$ cat src/rtl/regfile_pkg.sv
// Shared register-file constants, writeback source tags and the onehot helper
// used to build the pending-write mask.
package regfile_pkg;
  localparam int REG_ADDR_W = 5;
  localparam int REG_DATA_W = 32;
  localparam int NUM_REGS   = 32;
  localparam int ZERO_REG   = 0;

  typedef enum logic {
    SRC_A = 1'b0,
    SRC_B = 1'b1
  } wb_src_e;

  // The zero register is never reported as pending.
  function automatic logic [NUM_REGS-1:0] reg_onehot(input logic [REG_ADDR_W-1:0] addr);
    logic [NUM_REGS-1:0] oh;
    oh = '0;
    if (addr != REG_ADDR_W'(ZERO_REG)) oh[addr] = 1'b1;
    return oh;
  endfunction
endpackage

$ cat src/rtl/regfile_wb_arbiter_if.sv
// Writeback bus: two producer handshakes, the register-file write port and
// the stall-side status outputs.
interface regfile_wb_arbiter_if
  import regfile_pkg::*;
#(
  parameter int ADDR_W = 5,
  parameter int DATA_W = 32
);
  logic              a_valid;
  logic              a_ready;
  logic [ADDR_W-1:0] a_addr;
  logic [DATA_W-1:0] a_data;
  logic              b_valid;
  logic              b_ready;
  logic [ADDR_W-1:0] b_addr;
  logic [DATA_W-1:0] b_data;
  logic              wr_en;
  logic [ADDR_W-1:0] wr_addr;
  logic [DATA_W-1:0] wr_data;
  logic [NUM_REGS-1:0] busy_mask;
  logic              idle;

  modport master (
    output a_valid, a_addr, a_data, b_valid, b_addr, b_data,
    input  a_ready, b_ready, wr_en, wr_addr, wr_data, busy_mask, idle
  );

  modport slave (
    input  a_valid, a_addr, a_data, b_valid, b_addr, b_data,
    output a_ready, b_ready, wr_en, wr_addr, wr_data, busy_mask, idle
  );
endinterface

$ cat src/rtl/regfile_wb_arbiter_fifo.sv
// Small in-order FIFO of {addr,data} entries with explicit pointer wrap and a
// per-slot valid/address view so the owner can build a pending mask.
module wb_fifo #(
  parameter int DEPTH = 2,
  parameter int W     = 37,
  parameter int AW    = 5
) (
  input  logic                clk,
  input  logic                rst,
  input  logic                push_i,
  input  logic [W-1:0]        push_data_i,
  input  logic                pop_i,
  output logic                full_o,
  output logic                empty_o,
  output logic [W-1:0]        head_o,
  output logic [DEPTH-1:0]    ent_vld_o,
  output logic [DEPTH*AW-1:0] ent_addr_o
);
  localparam int CW = $clog2(DEPTH + 1);
  localparam int PW = (DEPTH > 1) ? $clog2(DEPTH) : 1;

  logic [W-1:0]     mem_q [DEPTH];
  logic [PW-1:0]    wr_ptr_q, wr_ptr_d, rd_ptr_q, rd_ptr_d;
  logic [CW-1:0]    cnt_q, cnt_d;
  logic [DEPTH-1:0] vld_q, vld_d;
  logic             push_en, pop_en;

  function automatic logic [PW-1:0] ptr_inc(input logic [PW-1:0] p);
    return (p == PW'(DEPTH - 1)) ? '0 : p + PW'(1);
  endfunction

  assign full_o  = (cnt_q == CW'(DEPTH));
  assign empty_o = (cnt_q == '0);
  // A full FIFO refuses a push even when it pops in the same cycle.
  assign push_en = push_i && !full_o;
  assign pop_en  = pop_i && !empty_o;
  assign head_o  = mem_q[rd_ptr_q];
  assign ent_vld_o = vld_q;

  for (genvar i = 0; i < DEPTH; i++) begin : g_view
    assign ent_addr_o[i*AW +: AW] = mem_q[i][W-1 -: AW];
  end

  always_comb begin
    wr_ptr_d = wr_ptr_q;
    rd_ptr_d = rd_ptr_q;
    cnt_d    = cnt_q;
    vld_d    = vld_q;
    if (push_en) begin
      wr_ptr_d         = ptr_inc(wr_ptr_q);
      vld_d[wr_ptr_q]  = 1'b1;
    end
    if (pop_en) begin
      rd_ptr_d         = ptr_inc(rd_ptr_q);
      vld_d[rd_ptr_q]  = 1'b0;
    end
    if (push_en && !pop_en)      cnt_d = cnt_q + CW'(1);
    else if (pop_en && !push_en) cnt_d = cnt_q - CW'(1);
  end

  always_ff @(posedge clk) begin
    if (rst) begin
      wr_ptr_q <= '0;
      rd_ptr_q <= '0;
      cnt_q    <= '0;
      vld_q    <= '0;
    end else begin
      wr_ptr_q <= wr_ptr_d;
      rd_ptr_q <= rd_ptr_d;
      cnt_q    <= cnt_d;
      vld_q    <= vld_d;
    end
  end

  always_ff @(posedge clk) begin
    if (push_en) mem_q[wr_ptr_q] <= push_data_i;
  end
endmodule

$ cat src/rtl/regfile_wb_arbiter.sv
// Round-robin share of the register file write port between the ALU (A) and
// load (B) writeback paths, with a registered write port and pending mask.
module regfile_wb_arbiter
  import regfile_pkg::*;
#(
  parameter int DEPTH  = 2,
  parameter int ADDR_W = REG_ADDR_W,
  parameter int DATA_W = REG_DATA_W
) (
  input logic clk,
  input logic rst,
  regfile_wb_arbiter_if.slave bus
);
  localparam int W = ADDR_W + DATA_W;

  logic                a_full, a_empty, b_full, b_empty;
  logic [W-1:0]        a_head, b_head, sel_head;
  logic [DEPTH-1:0]    a_vld, b_vld;
  logic [DEPTH*ADDR_W-1:0] a_ent_addr, b_ent_addr;
  logic                gnt_a, gnt_b;
  logic [ADDR_W-1:0]   sel_addr;
  wb_src_e             rr_last_q, rr_last_d;
  logic                wr_en_q, wr_en_d;
  logic [ADDR_W-1:0]   wr_addr_q, wr_addr_d;
  logic [DATA_W-1:0]   wr_data_q, wr_data_d;
  logic [NUM_REGS-1:0] busy_c;

  assign bus.a_ready = !rst && !a_full;
  assign bus.b_ready = !rst && !b_full;

  wb_fifo #(.DEPTH(DEPTH), .W(W), .AW(ADDR_W)) u_fifo_a (
    .clk(clk), .rst(rst),
    .push_i(bus.a_valid && bus.a_ready), .push_data_i({bus.a_addr, bus.a_data}),
    .pop_i(gnt_a), .full_o(a_full), .empty_o(a_empty), .head_o(a_head),
    .ent_vld_o(a_vld), .ent_addr_o(a_ent_addr)
  );

  wb_fifo #(.DEPTH(DEPTH), .W(W), .AW(ADDR_W)) u_fifo_b (
    .clk(clk), .rst(rst),
    .push_i(bus.b_valid && bus.b_ready), .push_data_i({bus.b_addr, bus.b_data}),
    .pop_i(gnt_b), .full_o(b_full), .empty_o(b_empty), .head_o(b_head),
    .ent_vld_o(b_vld), .ent_addr_o(b_ent_addr)
  );

  // On a tie the source that did not win last time gets the slot.
  assign gnt_a    = !rst && !a_empty && (b_empty || rr_last_q == SRC_B);
  assign gnt_b    = !rst && !b_empty && !gnt_a;
  assign sel_head = gnt_a ? a_head : b_head;
  assign sel_addr = sel_head[W-1 -: ADDR_W];

  always_comb begin
    rr_last_d = rr_last_q;
    wr_en_d   = 1'b0;
    wr_addr_d = wr_addr_q;
    wr_data_d = wr_data_q;
    if (gnt_a || gnt_b) begin
      rr_last_d = gnt_a ? SRC_A : SRC_B;
      // Writes to the zero register are dropped but still use up the slot.
      if (sel_addr != ADDR_W'(ZERO_REG)) begin
        wr_en_d   = 1'b1;
        wr_addr_d = sel_addr;
        wr_data_d = sel_head[DATA_W-1:0];
      end
    end
  end

  always_ff @(posedge clk) begin
    if (rst) begin
      rr_last_q <= SRC_B;
      wr_en_q   <= 1'b0;
      wr_addr_q <= '0;
      wr_data_q <= '0;
    end else begin
      rr_last_q <= rr_last_d;
      wr_en_q   <= wr_en_d;
      wr_addr_q <= wr_addr_d;
      wr_data_q <= wr_data_d;
    end
  end

  always_comb begin
    busy_c = '0;
    for (int i = 0; i < DEPTH; i++) begin
      if (a_vld[i]) busy_c |= reg_onehot(REG_ADDR_W'(a_ent_addr[i*ADDR_W +: ADDR_W]));
      if (b_vld[i]) busy_c |= reg_onehot(REG_ADDR_W'(b_ent_addr[i*ADDR_W +: ADDR_W]));
    end
    if (wr_en_q) busy_c |= reg_onehot(REG_ADDR_W'(wr_addr_q));
  end

  assign bus.wr_en     = wr_en_q;
  assign bus.wr_addr   = wr_addr_q;
  assign bus.wr_data   = wr_data_q;
  assign bus.busy_mask = busy_c;
  assign bus.idle      = a_empty && b_empty && !wr_en_q;
endmodule

$ cat src/flat_wrapper.sv
// flat-port wrapper written by rule: the top's interface ports become plain ports
module regfile_wb_arbiter_flat import regfile_pkg::*;
#(
  parameter int DEPTH  = 2,
  parameter int ADDR_W = REG_ADDR_W,
  parameter int DATA_W = REG_DATA_W
)
  (clk, rst, bus_a_valid, bus_a_addr, bus_a_data, bus_b_valid, bus_b_addr, bus_b_data, bus_a_ready, bus_b_ready, bus_wr_en, bus_wr_addr, bus_wr_data, bus_busy_mask, bus_idle);
  regfile_wb_arbiter_if #(.ADDR_W(ADDR_W), .DATA_W(DATA_W)) bus_i ();
  input logic clk;
  input logic rst;
  input wire logic [$bits(bus_i.a_valid)-1:0] bus_a_valid;
  input wire logic [$bits(bus_i.a_addr)-1:0] bus_a_addr;
  input wire logic [$bits(bus_i.a_data)-1:0] bus_a_data;
  input wire logic [$bits(bus_i.b_valid)-1:0] bus_b_valid;
  input wire logic [$bits(bus_i.b_addr)-1:0] bus_b_addr;
  input wire logic [$bits(bus_i.b_data)-1:0] bus_b_data;
  output wire logic [$bits(bus_i.a_ready)-1:0] bus_a_ready;
  output wire logic [$bits(bus_i.b_ready)-1:0] bus_b_ready;
  output wire logic [$bits(bus_i.wr_en)-1:0] bus_wr_en;
  output wire logic [$bits(bus_i.wr_addr)-1:0] bus_wr_addr;
  output wire logic [$bits(bus_i.wr_data)-1:0] bus_wr_data;
  output wire logic [$bits(bus_i.busy_mask)-1:0] bus_busy_mask;
  output wire logic [$bits(bus_i.idle)-1:0] bus_idle;
  assign bus_i.a_valid = bus_a_valid;
  assign bus_i.a_addr = bus_a_addr;
  assign bus_i.a_data = bus_a_data;
  assign bus_i.b_valid = bus_b_valid;
  assign bus_i.b_addr = bus_b_addr;
  assign bus_i.b_data = bus_b_data;
  assign bus_a_ready = bus_i.a_ready;
  assign bus_b_ready = bus_i.b_ready;
  assign bus_wr_en = bus_i.wr_en;
  assign bus_wr_addr = bus_i.wr_addr;
  assign bus_wr_data = bus_i.wr_data;
  assign bus_busy_mask = bus_i.busy_mask;
  assign bus_idle = bus_i.idle;
  regfile_wb_arbiter #(.DEPTH(DEPTH), .ADDR_W(ADDR_W), .DATA_W(DATA_W)) u_core (.clk(clk), .rst(rst), .bus(bus_i));
endmodule
$ cat config.mk
export PLATFORM = sky130hd
export DESIGN_NAME = regfile_wb_arbiter_flat
export DESIGN_NICKNAME = d
export VERILOG_FILES = /design/src/rtl/regfile_pkg.sv /design/src/rtl/regfile_wb_arbiter_if.sv /design/src/rtl/regfile_wb_arbiter_fifo.sv /design/src/rtl/regfile_wb_arbiter.sv /design/src/flat_wrapper.sv
export SDC_FILE = /design/constraint.sdc
export NUM_CORES = 1
export LEC_CHECK = 0
export CORE_ASPECT_RATIO = 1.25
export CORE_UTILIZATION = 40
export DETAILED_ROUTE_END_ITERATION = 7
export PLACE_DENSITY_LB_ADDON = 0.15
export SLEW_MARGIN = 10
export SYNTH_ARGS = -nofsm -noshare
export SYNTH_HDL_FRONTEND = slang
export SYNTH_SLANG_ARGS = --single-unit
$ cat constraint.sdc
create_clock -name clk -period 5.1 [get_ports clk]
set_input_delay 0.765 -clock clk [delete_from_list [all_inputs] [get_ports clk]]
set_output_delay 0.765 -clock clk [all_outputs]
set_load 0.005 [all_outputs]
==> impl_metrics.py <==
metrics = {
    "clocking": {
        "post-cts-setup-buffers": 0,
        "h-tree-depth": 1,
        "cts_resized": 0,
        "clock_latency_ns": 0.50,
        "clock-sinks": 201,
        "postCtsHoldBufs": 0,
        "cts_made_buffers": 21,
        "cts_root_buf": "clkbuf_16",
        "cts_tree": "built",
        "clockBufferDepth": 3,
        "cts.clk_slew.worst_paths_ns": 0.06,
    },
    "sta": {
        "fin_crit_sh": 0.6572,
        "tightest_slew_ns": 1.166,
        "setup-tns-final_ns": 0,
        "rsz0062_at_grt": "false",
        "finalMaxSlewViolations": 0,
        "hold_slack_ns": 0.4697,
        "finalHoldViolations": 0,
        "setup_viol": 0,
        "max_freq_mhz": 298.3,
        "skew_ns": 0.02083,
        "slew_headroom": 0.2062,
        "fin_crit_ns": 3.352,
    },
    "synthesis": {
        "synth_enable_flop_cells": 148,
        "synth_most_common_cell": "edfxtp_1",
        "synthTopCellsByCount": "148 x edfxtp_1, 72 x mux2i_1, 53 x dfxtp_1",
        "synth-seq-area-share": 0.5929,
        "synth_area_leaders": "edfxtp_1 48%, dfxtp_1 11%, mux2i_1 7.8%",
        "synthCells": 720,
        "synth_area_um2": 9285,
        "synthDominantCellAreaShare": 0.4786,
        "synth_warnings": 0,
        "ys_seq_elements": 201,
        "synthFlopType": "edfxtp_1",
        "avgSynthCellArea_um2": 12.90,
        "async_flop_share": 0,
        "synth_fp_nets": 800,
        "yosysTopAreaCell": "edfxtp_1",
        "ys_types": 53,
    },
    "setup_path": {
        "slowest_stage": "or3b_2",
        "critPathLaunchType": "flip-flop",
        "critPathTopFamily": "simple AND/OR/NAND/NOR gates",
        "crit_required_ns": 4.34,
        "cp-end-kind": "primary output",
        "path_cells": "or3b_2, o22ai_1, nor2_1, o221ai_1, clkdlybuf4s50_1",
        "path_buf_inv": 1,
        "cp_data_arrival_time_ns": 2.59,
        "crit_type": "reg2out",
        "cp_max_fo": 9,
        "max_stage_delay_ns": 0.59,
    },
    "global_routing": {
        "grt_overflow": 0,
        "gr-usage-all-layers": 0.2157,
        "grt_pass1_vias": 6743,
        "grt_pass1_wl_um": 38910,
        "grt_max_degree": 40,
        "antenna_found_initial": 0,
    },
    "placed_design": {
        "hpwlAfterDp_um": 17970,
        "portBuffers": 149,
        "gp_congestion": 0.8901,
    },
    "route": {
        "drc": 24,
        "drtIter0Drc": 397,
        "vias": 6678,
        "ant_nets": 0,
        "wire_per_inst_um": 22.58,
        "routed_wirelength_um": 25770,
        "via_per_inst": 5.853,
        "dr.pass1.iters": 7,
    },
    "floorplan": {
        "dieWidth_um": 138.3,
        "dieHeight_um": 172.3,
        "num_rows": 61,
        "start_util": 0.4124,
        "core_um2": 22520,
        "die-area_um2": 23830,
        "ios": 151,
    },
    "layout": {
        "drive_above_1_share": 0.1037,
        "antenna_cells": 0,
        "fin_nets": 923,
        "nFillCells": 1887,
        "syn_to_final_growth_pct": 25.04,
    },
    "outcome": {
        "violations": "design-rule violations",
        "status": "finished with violations",
    },
    "pwr": {
        "powerDensity_nw_per_um2": 465.4,
        "ir_drop_uv": 299.0,
        "power.leakage_nw": 3.745,
    },
    "min_path": {
        "hold_path_class": "reg2reg",
    },
    "flow_run": {
        "cap_viol_max_count": 0,
    },
}
power by group:
part | switching (W) | total [W] | internal (W)
Clock | 0.000617 | 0.00154 | 0.000923
Sequential | 0.000218 | 0.00222 | 0.00200
Combinational | 0.000866 | 0.00164 | 0.000777
Total | 0.00170 | 0.00540 | 0.00370
sequential cells by signal, summed over array words and instances (netlist names), 2 cells and up, named ones only:
| name | flops |
|---|---|
| u_core.bus.wr_data | 32 |
| u_core.u_fifo_a.cnt_q | 2 |
| u_core.bus.wr_addr | 5 |
| u_core.u_fifo_b.ent_vld_o | 2 |
| u_core.u_fifo_b.cnt_q | 2 |
| u_core.u_fifo_a.mem_q | 74 |
| u_core.u_fifo_b.mem_q | 74 |
| u_core.u_fifo_a.ent_vld_o | 2 |
metrics by stage:
stage	utilization	power, W	instance area, um2	setup slack [ns]	std cells
finish	0.5156	0.005403	11610	1.748	1141
detailed placement	0.4837	0.003892	10890	1.660	1102
CTS	0.5148	0.005458	11590	1.756	1140
global route	0.5156	0.005660	11610	1.645	1141
global placement	0.4837	0.003857	10890	1.770	1102
floorplan	-	0.003322	9285	1.461	720
final cells by class:
cell class	instances	area, um2	area share
clock buffer	23	543.0	0.04677
clock inverter	15	155.1	0.01336
inverter	7	28.78	0.002479
multi-input combinational	456	3470	0.2988
sequential	201	5508	0.4744
tap	283	354.1	0.03050
timing repair buffer	156	1551	0.1336
worst paths after layout:
| kind | from | to | slack [ns] | cells past startpoint |
|---|---|---|---|---|
| worst max-delay path | u_core.u_fifo_b.mem_q[0][32] | bus_busy_mask[12] | 1.75 | 5 |
| worst min register to register | u_core.rr_last_q | u_core.rr_last_q | 0.47 | 1 |
| worst min-delay path | u_core.rr_last_q | u_core.rr_last_q | 0.47 | 1 |
| worst max register to register | u_core.u_fifo_b.cnt_q[0] | u_core.u_fifo_b.mem_q[0][1] | 2.31 | 4 |
metal layers:
layer / GRT usage / share of wire / vias to the layer above
met3: 0.03102 / 0.055 / 59
met4: 0.1050 / 0.043 / 0
met1: 0.2522 / 0.40 / 3289
li1: - / - / 3074
met5: 0 / 0 / -
met2: 0.3915 / 0.50 / 256
cells in the final DEF, fill, tap and decap left out, types with 5 or more instances in the layout:
| master | count |
|---|---|
| clkdlybuf4s50_1 | 148 |
| edfxtp_1 | 148 |
| mux2i_1 | 72 |
| nor2_1 | 52 |
| dfxtp_1 | 51 |
| nor4_1 | 33 |
| a22oi_1 | 30 |
| a31o_1 | 29 |
| nand3_1 | 26 |
| nor3b_1 | 22 |
| nand2_1 | 21 |
| clkbuf_16 | 21 |
| nand3b_1 | 20 |
| mux2_1 | 19 |
| o22ai_1 | 16 |
| o221ai_1 | 16 |
| mux2_2 | 14 |
| nor3_1 | 8 |
| a21oi_1 | 7 |
| clkinv_2 | 7 |
| inv_1 | 6 |
| a211oi_1 | 6 |
| buf_4 | 6 |
| or2_2 | 5 |
| or3b_2 | 5 |
| and3_1 | 5 |
| and3b_1 | 5 |
cell families (layout without fill, tap and decap cells):
kind of cell	after synthesis	after routing	synth area share
mux	108	108	0.1241
compound gates	124	124	0.1058
fa+ha+maj	2	2	0.002695
xor+xnor	8	8	0.007545
other cells	1	1	0.0004039
flops	201	201	0.5929
buf+inv	63	201	0.03625
simple gates	213	213	0.1303
worst reg2reg max path, stage by stage (launching register included):
cell	delay [ns]
dfxtp_1	0.51
inv_1	0.10
a211oi_1	0.51
nor2b_4	1.03
buf_4	0.34
Power figures use the tool's default switching activity.
